<file path="config.mk">
export PLATFORM = sky130hd
export DESIGN_NAME = control_contador_escritura_flat
export DESIGN_NICKNAME = d
export VERILOG_FILES = /design/src/rtl/escritura_pkg.sv /design/src/rtl/control_contador_escritura_if.sv /design/src/rtl/contador_fase_escritura.sv /design/src/rtl/control_contador_escritura.sv /design/src/flat_wrapper.sv
export SDC_FILE = /design/constraint.sdc
export NUM_CORES = 1
export LEC_CHECK = 0
export ABC_AREA = 1
export BUFFER_PORTS_ARGS = -buffer_cell sky130_fd_sc_hd__buf_4
export CORE_ASPECT_RATIO = 1.5
export CORE_MARGIN = 3
export CORE_UTILIZATION = 49
export CTS_CLUSTER_DIAMETER = 120
export DETAILED_ROUTE_END_ITERATION = 16
export PLACE_DENSITY = 0.8
export SLEW_MARGIN = 10
export SYNTH_ARGS = -nofsm -noshare
export SYNTH_HDL_FRONTEND = slang
export SYNTH_SLANG_ARGS = --single-unit
</file>
<file path="constraint.sdc">
create_clock -name clkE -period 1.5 [get_ports clkE]
set_clock_uncertainty 0.1 [all_clocks]
set_input_delay 0.3 -clock clkE [delete_from_list [all_inputs] [get_ports clkE]]
set_output_delay 0.3 -clock clkE [all_outputs]
set_load 0.01 [all_outputs]
</file>
<file path="src/rtl/escritura_pkg.sv">
// Shared definitions for the RTC write-cycle sequencer: state encoding,
// default timing and the A/D select encoding common to read and write paths.
package escritura_pkg;

  typedef enum logic [3:0] {
    S_IDLE     = 4'd0,
    S_A_SETUP  = 4'd1,
    S_A_STROBE = 4'd2,
    S_A_HOLD   = 4'd3,
    S_GAP      = 4'd4,
    S_D_SETUP  = 4'd5,
    S_D_STROBE = 4'd6,
    S_D_HOLD   = 4'd7,
    S_DONE     = 4'd8
  } estado_t;

  localparam int T_SETUP_DEF = 2;
  localparam int T_PULSE_DEF = 10;
  localparam int T_HOLD_DEF  = 2;
  localparam int T_GAP_DEF   = 8;

  localparam logic AD_SEL_ADDR = 1'b0;
  localparam logic AD_SEL_DATA = 1'b1;

endpackage

</file>
<file path="src/rtl/control_contador_escritura_if.sv">
// Request side (from the control FSM) and pin side (to the RTC) of the
// write sequencer, bundled so both ends share one definition.
interface control_contador_escritura_if;
  logic       EnE;
  logic       LecBusy;
  logic [7:0] DirE;
  logic [7:0] DatoE;
  logic [7:0] AD_out;
  logic       AD_oe;
  logic       AD_sel;
  logic       CS_n;
  logic       WR_n;
  logic       RD_n;
  logic       Busy;
  logic       Done;

  modport master (
    output EnE, LecBusy, DirE, DatoE,
    input  AD_out, AD_oe, AD_sel, CS_n, WR_n, RD_n, Busy, Done
  );

  modport slave (
    input  EnE, LecBusy, DirE, DatoE,
    output AD_out, AD_oe, AD_sel, CS_n, WR_n, RD_n, Busy, Done
  );
endinterface

</file>
<file path="src/rtl/contador_fase_escritura.sv">
// 8-bit loadable down-counter timing each phase; last flags the final cycle
// of the current state so the FSM can advance on the following edge.
module contador_fase_escritura (
  input  logic       clk,
  input  logic       rst_n,
  input  logic       load,
  input  logic [7:0] value,
  output logic       last
);

  logic [7:0] count_q;

  always_ff @(posedge clk or negedge rst_n) begin
    if (!rst_n) begin
      count_q <= 8'd0;
    end else if (load) begin
      count_q <= value;
    end else if (count_q != 8'd0) begin
      count_q <= count_q - 8'd1;
    end
  end

  assign last = (count_q == 8'd1);

endmodule

</file>
<file path="src/rtl/control_contador_escritura.sv">
// RTC write-cycle sequencer: address phase, released-bus gap, data phase.
// All pins are registered and decoded from the next state.
module control_contador_escritura
  import escritura_pkg::*;
#(
  parameter int T_SETUP = T_SETUP_DEF,
  parameter int T_PULSE = T_PULSE_DEF,
  parameter int T_HOLD  = T_HOLD_DEF,
  parameter int T_GAP   = T_GAP_DEF
) (
  input  logic                          clkE,
  input  logic                          resetE,
  control_contador_escritura_if.slave   bus
);

  if (T_SETUP < 1 || T_SETUP > 255 || T_PULSE < 1 || T_PULSE > 255 ||
      T_HOLD  < 1 || T_HOLD  > 255 || T_GAP   < 1 || T_GAP   > 255) begin : g_param_check
    $error("control_contador_escritura: timing parameters must lie in 1..255");
  end

  estado_t    state_q, state_d;
  logic [7:0] dir_q, dir_d;
  logic [7:0] dato_q, dato_d;
  logic       last;
  logic       load;
  logic [7:0] load_val;

  logic [7:0] ad_out_q;
  logic       ad_oe_q, ad_sel_q, cs_n_q, wr_n_q, busy_q, done_q;

  function automatic logic [7:0] duracion(estado_t s);
    logic [7:0] d;
    case (s)
      S_A_SETUP, S_D_SETUP:   d = 8'(T_SETUP);
      S_A_STROBE, S_D_STROBE: d = 8'(T_PULSE);
      S_A_HOLD, S_D_HOLD:     d = 8'(T_HOLD);
      S_GAP:                  d = 8'(T_GAP);
      default:                d = 8'd0;
    endcase
    return d;
  endfunction

  always_comb begin
    state_d = state_q;
    dir_d   = dir_q;
    dato_d  = dato_q;
    case (state_q)
      S_IDLE: begin
        if (bus.EnE && !bus.LecBusy) begin
          state_d = S_A_SETUP;
          dir_d   = bus.DirE;
          dato_d  = bus.DatoE;
        end
      end
      S_A_SETUP:  if (last) state_d = S_A_STROBE;
      S_A_STROBE: if (last) state_d = S_A_HOLD;
      S_A_HOLD:   if (last) state_d = S_GAP;
      S_GAP:      if (last) state_d = S_D_SETUP;
      S_D_SETUP:  if (last) state_d = S_D_STROBE;
      S_D_STROBE: if (last) state_d = S_D_HOLD;
      S_D_HOLD:   if (last) state_d = S_DONE;
      S_DONE:     state_d = S_IDLE;
      default:    state_d = S_IDLE;
    endcase
    // Counter reloads on every state entry so each state lasts exactly its duration.
    load     = (state_d != state_q);
    load_val = duracion(state_d);
  end

  contador_fase_escritura u_contador (
    .clk   (clkE),
    .rst_n (resetE),
    .load  (load),
    .value (load_val),
    .last  (last)
  );

  always_ff @(posedge clkE or negedge resetE) begin
    if (!resetE) begin
      state_q  <= S_IDLE;
      dir_q    <= 8'd0;
      dato_q   <= 8'd0;
      ad_out_q <= 8'd0;
      ad_oe_q  <= 1'b0;
      ad_sel_q <= AD_SEL_ADDR;
      cs_n_q   <= 1'b1;
      wr_n_q   <= 1'b1;
      busy_q   <= 1'b0;
      done_q   <= 1'b0;
    end else begin
      state_q  <= state_d;
      dir_q    <= dir_d;
      dato_q   <= dato_d;
      ad_out_q <= 8'd0;
      ad_oe_q  <= 1'b0;
      ad_sel_q <= AD_SEL_ADDR;
      cs_n_q   <= 1'b1;
      wr_n_q   <= 1'b1;
      busy_q   <= (state_d != S_IDLE);
      done_q   <= (state_d == S_DONE);
      case (state_d)
        S_A_SETUP, S_A_HOLD: begin
          ad_out_q <= dir_d;
          ad_oe_q  <= 1'b1;
        end
        S_A_STROBE: begin
          ad_out_q <= dir_d;
          ad_oe_q  <= 1'b1;
          cs_n_q   <= 1'b0;
          wr_n_q   <= 1'b0;
        end
        S_GAP: ad_sel_q <= AD_SEL_DATA;
        S_D_SETUP, S_D_HOLD: begin
          ad_out_q <= dato_d;
          ad_oe_q  <= 1'b1;
          ad_sel_q <= AD_SEL_DATA;
        end
        S_D_STROBE: begin
          ad_out_q <= dato_d;
          ad_oe_q  <= 1'b1;
          ad_sel_q <= AD_SEL_DATA;
          cs_n_q   <= 1'b0;
          wr_n_q   <= 1'b0;
        end
        default: ;
      endcase
    end
  end

  assign bus.AD_out = ad_out_q;
  assign bus.AD_oe  = ad_oe_q;
  assign bus.AD_sel = ad_sel_q;
  assign bus.CS_n   = cs_n_q;
  assign bus.WR_n   = wr_n_q;
  assign bus.RD_n   = 1'b1;
  assign bus.Busy   = busy_q;
  assign bus.Done   = done_q;

endmodule

</file>
<file path="src/flat_wrapper.sv">
// flat-port wrapper written by rule: the top's interface ports become plain ports
module control_contador_escritura_flat import escritura_pkg::*;
#(
  parameter int T_SETUP = T_SETUP_DEF,
  parameter int T_PULSE = T_PULSE_DEF,
  parameter int T_HOLD  = T_HOLD_DEF,
  parameter int T_GAP   = T_GAP_DEF
)
  (clkE, resetE, bus_EnE, bus_LecBusy, bus_DirE, bus_DatoE, bus_AD_out, bus_AD_oe, bus_AD_sel, bus_CS_n, bus_WR_n, bus_RD_n, bus_Busy, bus_Done);
  control_contador_escritura_if bus_i ();
  input  logic clkE;
  input  logic resetE;
  input wire logic [$bits(bus_i.EnE)-1:0] bus_EnE;
  input wire logic [$bits(bus_i.LecBusy)-1:0] bus_LecBusy;
  input wire logic [$bits(bus_i.DirE)-1:0] bus_DirE;
  input wire logic [$bits(bus_i.DatoE)-1:0] bus_DatoE;
  output wire logic [$bits(bus_i.AD_out)-1:0] bus_AD_out;
  output wire logic [$bits(bus_i.AD_oe)-1:0] bus_AD_oe;
  output wire logic [$bits(bus_i.AD_sel)-1:0] bus_AD_sel;
  output wire logic [$bits(bus_i.CS_n)-1:0] bus_CS_n;
  output wire logic [$bits(bus_i.WR_n)-1:0] bus_WR_n;
  output wire logic [$bits(bus_i.RD_n)-1:0] bus_RD_n;
  output wire logic [$bits(bus_i.Busy)-1:0] bus_Busy;
  output wire logic [$bits(bus_i.Done)-1:0] bus_Done;
  assign bus_i.EnE = bus_EnE;
  assign bus_i.LecBusy = bus_LecBusy;
  assign bus_i.DirE = bus_DirE;
  assign bus_i.DatoE = bus_DatoE;
  assign bus_AD_out = bus_i.AD_out;
  assign bus_AD_oe = bus_i.AD_oe;
  assign bus_AD_sel = bus_i.AD_sel;
  assign bus_CS_n = bus_i.CS_n;
  assign bus_WR_n = bus_i.WR_n;
  assign bus_RD_n = bus_i.RD_n;
  assign bus_Busy = bus_i.Busy;
  assign bus_Done = bus_i.Done;
  control_contador_escritura #(.T_SETUP(T_SETUP), .T_PULSE(T_PULSE), .T_HOLD(T_HOLD), .T_GAP(T_GAP)) u_core (.clkE(clkE), .resetE(resetE), .bus(bus_i));
endmodule
</file>
==> flow_metrics.py <==
metrics = {
    "yosys": {
        "synth_nets": 215,
        "netlist_instances": 192,
        "ys_seq_area_share_pct": 52.8,
        "syn_area_um2": 1950,
        "synth-seq-cells": 41,
        "ys_warn_count": 0,
        "synth_area_per_cell_um2": 10.1,
        "ys_types": 31,
    },
    "detailed_routing": {
        "post-route-drc-count": 0,
        "wl_per_cell_um": 16.9,
        "antenna_left": 0,
        "vias_per_cell": 5.10,
        "first_pass_iters": 4,
        "drtIter0Drc": 44,
        "vias": 1565,
        "wl_mm": 5.18,
    },
    "cts": {
        "cts_max_level": 2,
        "cts_root_buf": "clkbuf_8",
        "cts_made_buffers": 5,
        "cts.sinks": 41,
        "clockBufferDepth": 2,
        "cts_tree": "built",
        "clkSlewWorstSetupHoldPaths_ns": 0.09,
        "insertion_delay_ns": 0.30,
    },
    "global_routing": {
        "grtUsageTotal_pct": 21.0,
        "grt_max_degree": 42,
        "grt_pass1_wl_mm": 7.66,
        "overflow": 0,
        "grt_pass1_vias": 1613,
        "antenna_found_initial": 0,
    },
    "timing": {
        "tightest_slew_ns": 0.519,
        "final-setup-viol-count": 19,
        "setup_ws_ns": -0.210,
        "slew-limit-headroom_pct": 65.4,
        "hold_viol": 0,
        "fmax_ghz": 0.585,
        "grt_setup_unrepaired": "true",
        "timing.final.crit_share_pct": 114,
        "report.final.slew_viol_count": 0,
        "finalCriticalPeriod_ns": 1.71,
    },
    "layout": {
        "nets": 286,
        "drive_above_1_share_pct": 56.8,
        "syn_to_final_growth_pct": 51.7,
        "num_antenna_cells": 0,
    },
    "floorplan": {
        "initial_core_util_pct": 51.9,
        "core_area_um2": 3750,
        "die_y_um": 83.2,
        "ioPinCount": 35,
        "die_w_um": 57.5,
        "rows": 27,
        "dieArea_um2": 4780,
    },
    "placed_design": {
        "pre_cts_ws_ns": -0.238,
        "gp_congestion": 0.782,
        "hpwl_mm": 2.91,
        "port_buffers": 33,
    },
    "setup_path": {
        "cp_data_required_time_ns": 1.58,
        "path_delay_family": "simple AND/OR/NAND/NOR gates",
        "critPathCaptureType": "flop",
        "crit_arrival_ns": 1.79,
        "critPathBufInv": 1,
        "cp_common_cell": "nand2_4",
        "slowest_stage": "dfrtp_1",
        "worstPathMaxFanout": 9,
        "path_cells": "inv_2 -> ha_4 -> nand2_4 -> nor2_4 -> nand3_4 -> nand2_4 -> nand2_2 -> nand3_2 -> o21ai_2",
        "max_stage_delay_ns": 0.40,
        "startpoint_type": "flop",
        "worstSetupPathType": "flop to flop",
    },
    "power": {
        "total_power_mw": 3.96,
        "static-leakage-power_nw": 1.45,
        "power.density_nw_per_um2": 1340,
        "peakVddDrop_uv": 1260,
    },
    "min_path": {
        "hp-class": "input pin to flop",
    },
    "outcome": {
        "failed_checks": "setup timing",
        "outcome": "complete, but fails checks",
    },
    "job": {
        "max-cap-violations": 0,
    },
}
cells by family (layout without fill, tap and decap cells):
| group | Yosys count | count (layout) | synth area share, % |
|---|---|---|---|
| xor gates and xnor gates | 4 | 4 | 1.80 |
| buffers and inverters | 42 | 113 | 9.65 |
| adders and majority gates | 3 | 3 | 1.93 |
| muxes | 8 | 8 | 4.76 |
| AOI/OAI and AO/OA | 26 | 26 | 7.59 |
| other | 1 | 1 | 0.193 |
| and+or+nand+nor | 67 | 68 | 21.3 |
| DFF | 41 | 41 | 52.8 |
cell type report:
| type | count | area (µm²) |
|---|---|---|
| clock buffer | 5 | 68.8 |
| clock inverter | 3 | 46.3 |
| fill | 211 | 798 |
| inverter | 37 | 144 |
| multi-input combinational | 110 | 1040 |
| sequential | 41 | 1030 |
| tap | 43 | 53.8 |
| timing repair buffer | 68 | 569 |
metrics by stage:
step                util (%)  TNS [ns]  hold WS, ns  std cells  area (µm²)
CTS                     73.4     -2.40        0.118        303        2750
finish                  78.7     -2.48        0.114        307        2950
global placement        65.3     -1.55        0.210        290        2450
detailed placement      65.3     -2.95        0.211        290        2450
global route            78.7     -4.09        0.119        307        2950
floorplan                  -   -0.0908      -0.0956        192        1970
routing by layer:
layer,vias up,GRT usage [%],share of wire (%)
met5,-,0,0
met3,8,4.82,3.6
met2,31,36.1,59
met4,0,7.59,1.8
li1,751,-,-
met1,775,24.8,35
cell usage after synthesis:
| master | instances | area (µm²) |
|---|---|---|
| dfrtp_1 | 40 | 1000 |
| nand4_1 | 3 | 18.8 |
| conb_1 | 1 | 3.75 |
| xnor2_1 | 2 | 17.5 |
| nand3_2 | 4 | 40.0 |
| nor2_2 | 3 | 18.8 |
| nand2_2 | 5 | 31.3 |
| dfstp_2 | 1 | 26.3 |
| buf_4 | 2 | 15.0 |
| o21ai_0 | 1 | 5.00 |
| mux2i_1 | 7 | 70.1 |
| nand4_4 | 1 | 21.3 |
| o31ai_1 | 1 | 7.51 |
| ha_1 | 3 | 37.5 |
| nor2_1 | 16 | 60.1 |
| nand2_4 | 2 | 22.5 |
| inv_2 | 3 | 11.3 |
| nand3_1 | 9 | 45.0 |
| nand2_8 | 1 | 20.0 |
| mux2i_4 | 1 | 22.5 |
| o21ai_2 | 4 | 35.0 |
| inv_1 | 34 | 128 |
| a21oi_1 | 5 | 25.0 |
| nor2_4 | 1 | 11.3 |
| nor3_1 | 2 | 10.0 |
| nor3_2 | 2 | 20.0 |
| nand3_4 | 2 | 35.0 |
| o21ai_1 | 15 | 75.1 |
| buf_6 | 3 | 33.8 |
| nand2_1 | 16 | 60.1 |
| xor2_1 | 2 | 17.5 |
path summary, 6_finish.rpt:
kind | startpoint | endpoint | slack (ns) | cells past startpoint
setup / recovery | u_core.u_contador.count_q[1] | u_core.bus.AD_out[4] | -0.21 | 9
hold / removal | bus_DatoE[7] | u_core.dato_q[7] | 0.11 | 3
setup reg to reg | u_core.u_contador.count_q[1] | u_core.bus.AD_out[4] | -0.21 | 9
hold reg to reg | u_core.dato_q[2] | u_core.dato_q[2] | 0.41 | 2
max in group asynchronous | resetE | u_core.u_contador.count_q[2] | 0.51 | 2
min in group asynchronous | resetE | u_core.dato_q[1] | 0.40 | 2
cell usage in the layout, fill, tap and decap left out, drive strengths merged:
cell / Yosys / routed
ha: 3 / 3
nor3: 4 / 4
a21oi: 5 / 5
buf: 5 / 67
bufinv: 0 / 1
clkbuf: 0 / 5
xnor2: 2 / 2
inv: 37 / 37
o21ai: 20 / 20
nand2: 24 / 25
o31ai: 1 / 1
nor2: 20 / 20
clkinvlp: 0 / 1
dfstp: 1 / 1
clkinv: 0 / 1
conb: 1 / 1
mux2i: 8 / 8
nand4: 4 / 4
xor2: 2 / 2
dfrtp: 40 / 40
nand3: 15 / 15
dlygate4sd3: 0 / 1
sequential cells by signal (all words and copies together), names as in the netlist:
register,count
u_core.u_contador.count_q,8
u_core.bus.AD_sel,1
u_core.bus.CS_n,1
u_core.bus.Done,1
u_core.dir_q,8
u_core.state_q,4
u_core.bus.AD_oe,1
u_core.bus.Busy,1
u_core.bus.AD_out,8
u_core.dato_q,8
repair_timing:
action | in CTS | in global routing
endpoints found under the setup margin | 21 | 24
resized for setup | 29 | 39
gates cloned | 2 | 0
buffers inserted | 3 | 4
endpoints found under the hold margin | 40 | 0
hold buffers | 1 | 0
pin swaps | 13 | 20
worst reg2reg max path: stages, from the launching register on:
cell and delay, ns:
dfrtp_1 0.40, inv_2 0.08, ha_4 0.15, nand2_4 0.07
nor2_4 0.13, nand3_4 0.11, nand2_4 0.11, nand2_2 0.19
nand3_2 0.17, o21ai_2 0.08
report_power, final:
part | switching [mW] | internal (mW)
clock | 0.417 | 0.498
combinational | 0.870 | 0.790
sequential | 0.113 | 1.27
total | 1.40 | 2.56
Power figures use the tool's default switching activity.
